$ cat config.mk
export PLATFORM = sky130hd
export DESIGN_NAME = serial_word_receiver
export DESIGN_NICKNAME = d
export VERILOG_FILES = /design/src/rtl/serial_pkg.sv /design/src/rtl/shift_in_reg.sv /design/src/rtl/serial_word_receiver.sv
export SDC_FILE = /design/constraint.sdc
export NUM_CORES = 1
export LEC_CHECK = 0
export ABC_AREA = 1
export BUFFER_PORTS_ARGS = -buffer_cell sky130_fd_sc_hd__buf_2
export CAP_MARGIN = 20
export CORE_MARGIN = 3
export CORE_UTILIZATION = 53
export DETAILED_ROUTE_END_ITERATION = 12
export HOLD_SLACK_MARGIN = 0.12
export PLACE_DENSITY = 0.76
export SLEW_MARGIN = 20
export SYNTH_ARGS = -nofsm -noshare
export SYNTH_HDL_FRONTEND = slang
export SYNTH_HIERARCHICAL = 1
export SYNTH_SLANG_ARGS = --single-unit
$ cat constraint.sdc
create_clock -name CLK -period 1.7 [get_ports CLK]
set_clock_uncertainty 0.05 [all_clocks]
set_input_delay 0.425 -clock CLK [delete_from_list [all_inputs] [get_ports CLK]]
set_output_delay 0.425 -clock CLK [all_outputs]
set_load 0.05 [all_outputs]
$ cat src/rtl/serial_pkg.sv
// Shared types for the serial word link.
// Receiver FSM states and bit-order selectors.
package serial_pkg;

  typedef enum logic {RX_IDLE, RX_SHIFT} rx_state_t;

  localparam int DIR_LSB_FIRST = 1;
  localparam int DIR_MSB_FIRST = 0;

endpackage

$ cat src/rtl/shift_in_reg.sv
// Serial-in shift register; undoes the transmitter's rotate.
// nxt_o exposes the value after the current insert for same-cycle capture.
module shift_in_reg
  import serial_pkg::*;
#(
  parameter int N   = 8,
  parameter int DIR = DIR_LSB_FIRST
) (
  input  logic         clk_i,
  input  logic         rst_n_i,
  input  logic         en_i,
  input  logic         clr_i,
  input  logic         sin_i,
  output logic [N-1:0] sr_o,
  output logic [N-1:0] nxt_o
);

  logic [N-1:0] sr_q;
  logic [N-1:0] sr_d;
  logic [N-1:0] base;

  // A clear with an insert starts a fresh word from this bit
  always_comb begin
    base = clr_i ? '0 : sr_q;
    if (DIR == DIR_LSB_FIRST) begin
      nxt_o = {sin_i, base[N-1:1]};
    end else begin
      nxt_o = {base[N-2:0], sin_i};
    end
    sr_d = sr_q;
    if (en_i) begin
      sr_d = nxt_o;
    end else if (clr_i) begin
      sr_d = '0;
    end
  end

  always_ff @(posedge clk_i) begin
    if (!rst_n_i) begin
      sr_q <= '0;
    end else begin
      sr_q <= sr_d;
    end
  end

  assign sr_o = sr_q;

endmodule

$ cat src/rtl/serial_word_receiver.sv
// Serial word receiver: reassembles N-bit words from a bit strobe
// and offers them on a valid/ready holding register.
module serial_word_receiver
  import serial_pkg::*;
#(
  parameter int N   = 8,
  parameter int DIR = DIR_LSB_FIRST
) (
  input  logic         CLK,
  input  logic         RST_N,
  input  logic         SIN,
  input  logic         SVALID,
  input  logic         START,
  input  logic         CLR_OVR,
  output logic [N-1:0] Y,
  output logic         YVALID,
  input  logic         YREADY,
  output logic         BUSY,
  output logic         OVERRUN
);

  localparam int CW = $clog2(N);
  localparam logic [CW-1:0] LAST = CW'(N - 1);

  rx_state_t     state_q, state_d;
  logic [CW-1:0] cnt_q, cnt_d;
  logic [N-1:0]  y_q, y_d;
  logic          yv_q, yv_d;
  logic          ovr_q, ovr_d;

  logic          sr_en;
  logic          sr_clr;
  logic          done;
  logic [N-1:0]  sr;
  logic [N-1:0]  nxt;

  shift_in_reg #(
    .N   (N),
    .DIR (DIR)
  ) u_sr (
    .clk_i   (CLK),
    .rst_n_i (RST_N),
    .en_i    (sr_en),
    .clr_i   (sr_clr),
    .sin_i   (SIN),
    .sr_o    (sr),
    .nxt_o   (nxt)
  );

  always_comb begin
    state_d = state_q;
    cnt_d   = cnt_q;
    sr_en   = 1'b0;
    sr_clr  = 1'b0;
    done    = 1'b0;
    unique case (state_q)
      RX_IDLE: begin
        if (SVALID && START) begin
          sr_en   = 1'b1;
          sr_clr  = 1'b1;
          cnt_d   = CW'(1);
          state_d = RX_SHIFT;
        end
      end
      RX_SHIFT: begin
        if (SVALID) begin
          sr_en = 1'b1;
          if (START) begin
            sr_clr = 1'b1;
            cnt_d  = CW'(1);
          end else if (cnt_q == LAST) begin
            done    = 1'b1;
            cnt_d   = '0;
            state_d = RX_IDLE;
          end else begin
            cnt_d = cnt_q + CW'(1);
          end
        end
      end
    endcase
  end

  // A held word may only be replaced when it is consumed the same edge
  always_comb begin
    y_d   = y_q;
    yv_d  = yv_q;
    ovr_d = ovr_q;
    if (done && (!yv_q || YREADY)) begin
      y_d  = nxt;
      yv_d = 1'b1;
    end else if (yv_q && YREADY) begin
      yv_d = 1'b0;
    end
    if (done && yv_q && !YREADY) begin
      ovr_d = 1'b1;
    end else if (CLR_OVR) begin
      ovr_d = 1'b0;
    end
  end

  always_ff @(posedge CLK) begin
    if (!RST_N) begin
      state_q <= RX_IDLE;
      cnt_q   <= '0;
      y_q     <= '0;
      yv_q    <= 1'b0;
      ovr_q   <= 1'b0;
    end else begin
      state_q <= state_d;
      cnt_q   <= cnt_d;
      y_q     <= y_d;
      yv_q    <= yv_d;
      ovr_q   <= ovr_d;
    end
  end

  assign Y       = y_q;
  assign YVALID  = yv_q;
  assign BUSY    = (state_q == RX_SHIFT);
  assign OVERRUN = ovr_q;

endmodule

==> reports/qor.csv <==
metric,value,unit
status,completed,
vias in the first global route,841,
Hold/Removal Path Class,in -> reg,
worst flop-to-flop path startpoint,BUSY,
Tcrit/Tclk final,86.5,%
CTS sink count,21,
Final min period,1.47,ns
Buffers & Inverters on Critical Path,1,
port bufs,17,
synthesized area,997,um2
share of cells above drive strength 1,20.0,%
combinational power share,12.5,%
PD cells,779,nW/um2
largest net degree at the start of global routing,17,
routed wire length,1.91,mm
1st-iter DRT viols,18,
Synth Warn #,6,
Initial Util,57.1,%
postcts setup bufs,0,
worst setup path start,BUSY,
H-tree levels,1,
DR WL/cell,10.1,um
cells on worst reg2reg path,8,
clk buf depth,2,
WP data required,1.22,ns
Post-Route Utilization,63.9,%
Area Overhead vs Synth,11.8,%
drt via density,4.86,
placed cell areas,1090,um2
Net Sw Power,0.000237,W
DRT Pass-1 Iters,4,
initial antenna violation count,0,
vias,924,
sequential standard cell area,420,um2
CP cell instances,buf_2,
GR Util All Layers,18.2,%
Fin Setup TNS,0,ns
Fmax,0.680,GHz
syn avg cell area,6.74,um2
nets@finish,175,
maximum fanout along the worst path,4,
CP startpoint kind,flip-flop,
relative slew slack,81.5,%
core area,1750,um2
grt ovf,0,
Setup Crit Path Kind,reg -> out,
Max-Cap Viols,0,
I/O pins,18,
Setup Viol. Count Final,0,
Core Rows,15,
Critical Path End Type,output pin,
Pins Over Slew Limit,0,
Filler Cell Count,190,
Flop pwr share,59.4,%
worst hold path depth,4,
Hold Startpoint,CLR_OVR,
Root Buffer,clkbuf_4,
Inserted Clock Buffers,3,
"Clk pin slew, worst setup/hold paths",0.11,ns
Min Hold Slack,0.301,ns
DRT antenna net count,0,
CP peak stage delay,0.40,ns
switching portion of total power,27.3,%
Pleak,0.570,nW
Worst Max-Slew Pin Slew,0.278,ns
RSZ-0062 raised after global routing,false,
gpl congestion,0.855,
R2R setup slack,0.32,ns
post-cts sizing count,0,
DRC Markers,0,
ant diodes,0,
first-pass GRT wire length,3.43,mm
Worst EP arrival,1.00,ns
Final HPWL DP,1.53,mm
"Design Area, Final",1110,um2
post-synthesis cell count,148,
die height,49.4,um
hold_buf cts,0,
area of the multi-input gates,449,um2
Worst Hold Path EP,OVERRUN,
crit-path leading delay family,flip-flops,
CTS tree,built,
syn nets,157,
CP max-delay cell,dfxtp_1,
maximum vdd drop,0.000708,V
Reg2Reg Capture Point,u_sr/sr_o[2],
Clk pwr share,28.1,%
final hold viol count,0,
Internal,0.000631,W
Die ar.,2440,um2
"Clk Latency, worst-skew pair",0.31,ns
die width,49.4,um
[worst register-to-register path, cell delays in order (launching register included)]
cell and delay [ns]:
dfxtp_1 0.36, nand2_2 0.12, inv_1 0.07, nor2_1 0.20
inv_1 0.13, inv_2 0.16, nand2_1 0.08, nand2_1 0.08
nor2_2 0.04
[power groups by stage]
stage	combinational, W	clock, W	sequential [W]
2_1_floorplan	0.0000834	0	0.000532
3_3_place_gp	0.000104	0	0.000527
3_5_place_dp	0.000108	0	0.000528
4_1_cts	0.000109	0.000262	0.000517
5_1_grt	0.000124	0.000277	0.000518
6_report	0.000108	0.000244	0.000516
[area by class of cell]
class | count | area share [%]
clock buffers | 3 | 2.02
clock inverters | 1 | 0.449
inverters | 25 | 8.42
multi-input cells | 97 | 40.3
flip-flops and latches | 21 | 37.7
well taps | 25 | 2.81
repair buffers | 18 | 8.31
[cell usage in the layout, fill, tap and decap left out, types with 3 or more instances in the layout]
cell type  count
nor2_2         4
nand2_1       32
a21oi_1        7
nand4_1        9
inv_1         23
buf_2         17
nand2_2        3
nor2_1        35
clkbuf_4       3
dfxtp_1       21
[registers in the layout, indices dropped and copies added, names as in the netlist]
register and count:
YVALID 1, u_sr/sr_o 7, OVERRUN 1, BUSY 1, Y 8, cnt_q 3
[worst max path at each step]
stage                         endpoint  slack (ns)  cells after the start
final                             BUSY        0.23                      1
after global routing              Y[7]        0.16                      6
after CTS                         BUSY        0.21                      1
after detailed placement  u_sr/sr_o[5]        0.06                      9
after global placement    u_sr/sr_o[7]        0.18                      8
after floorplan           u_sr/sr_o[6]        0.12                      8
[routing by layer]
| metal | up-vias | share of wire, % | track usage, % |
|---|---|---|---|
| met3 | 5 | 3.5 | 3.98 |
| met4 | 0 | 2.5 | 11.1 |
| met1 | 420 | 43 | 19.8 |
| li1 | 479 | - | - |
| met2 | 20 | 51 | 31.9 |
| met5 | - | 0 | 0 |
[per-stage QoR]
step           total power [W]  setup slack [ns]  instances
6_report              0.000869             0.229        190
5_1_grt               0.000920             0.164        190
4_1_cts               0.000887             0.208        190
3_5_place_dp          0.000636            0.0628        186
3_3_place_gp          0.000631             0.182        186
2_1_floorplan         0.000615             0.115        148
No activity file was read; power rests on OpenSTA's default activity.
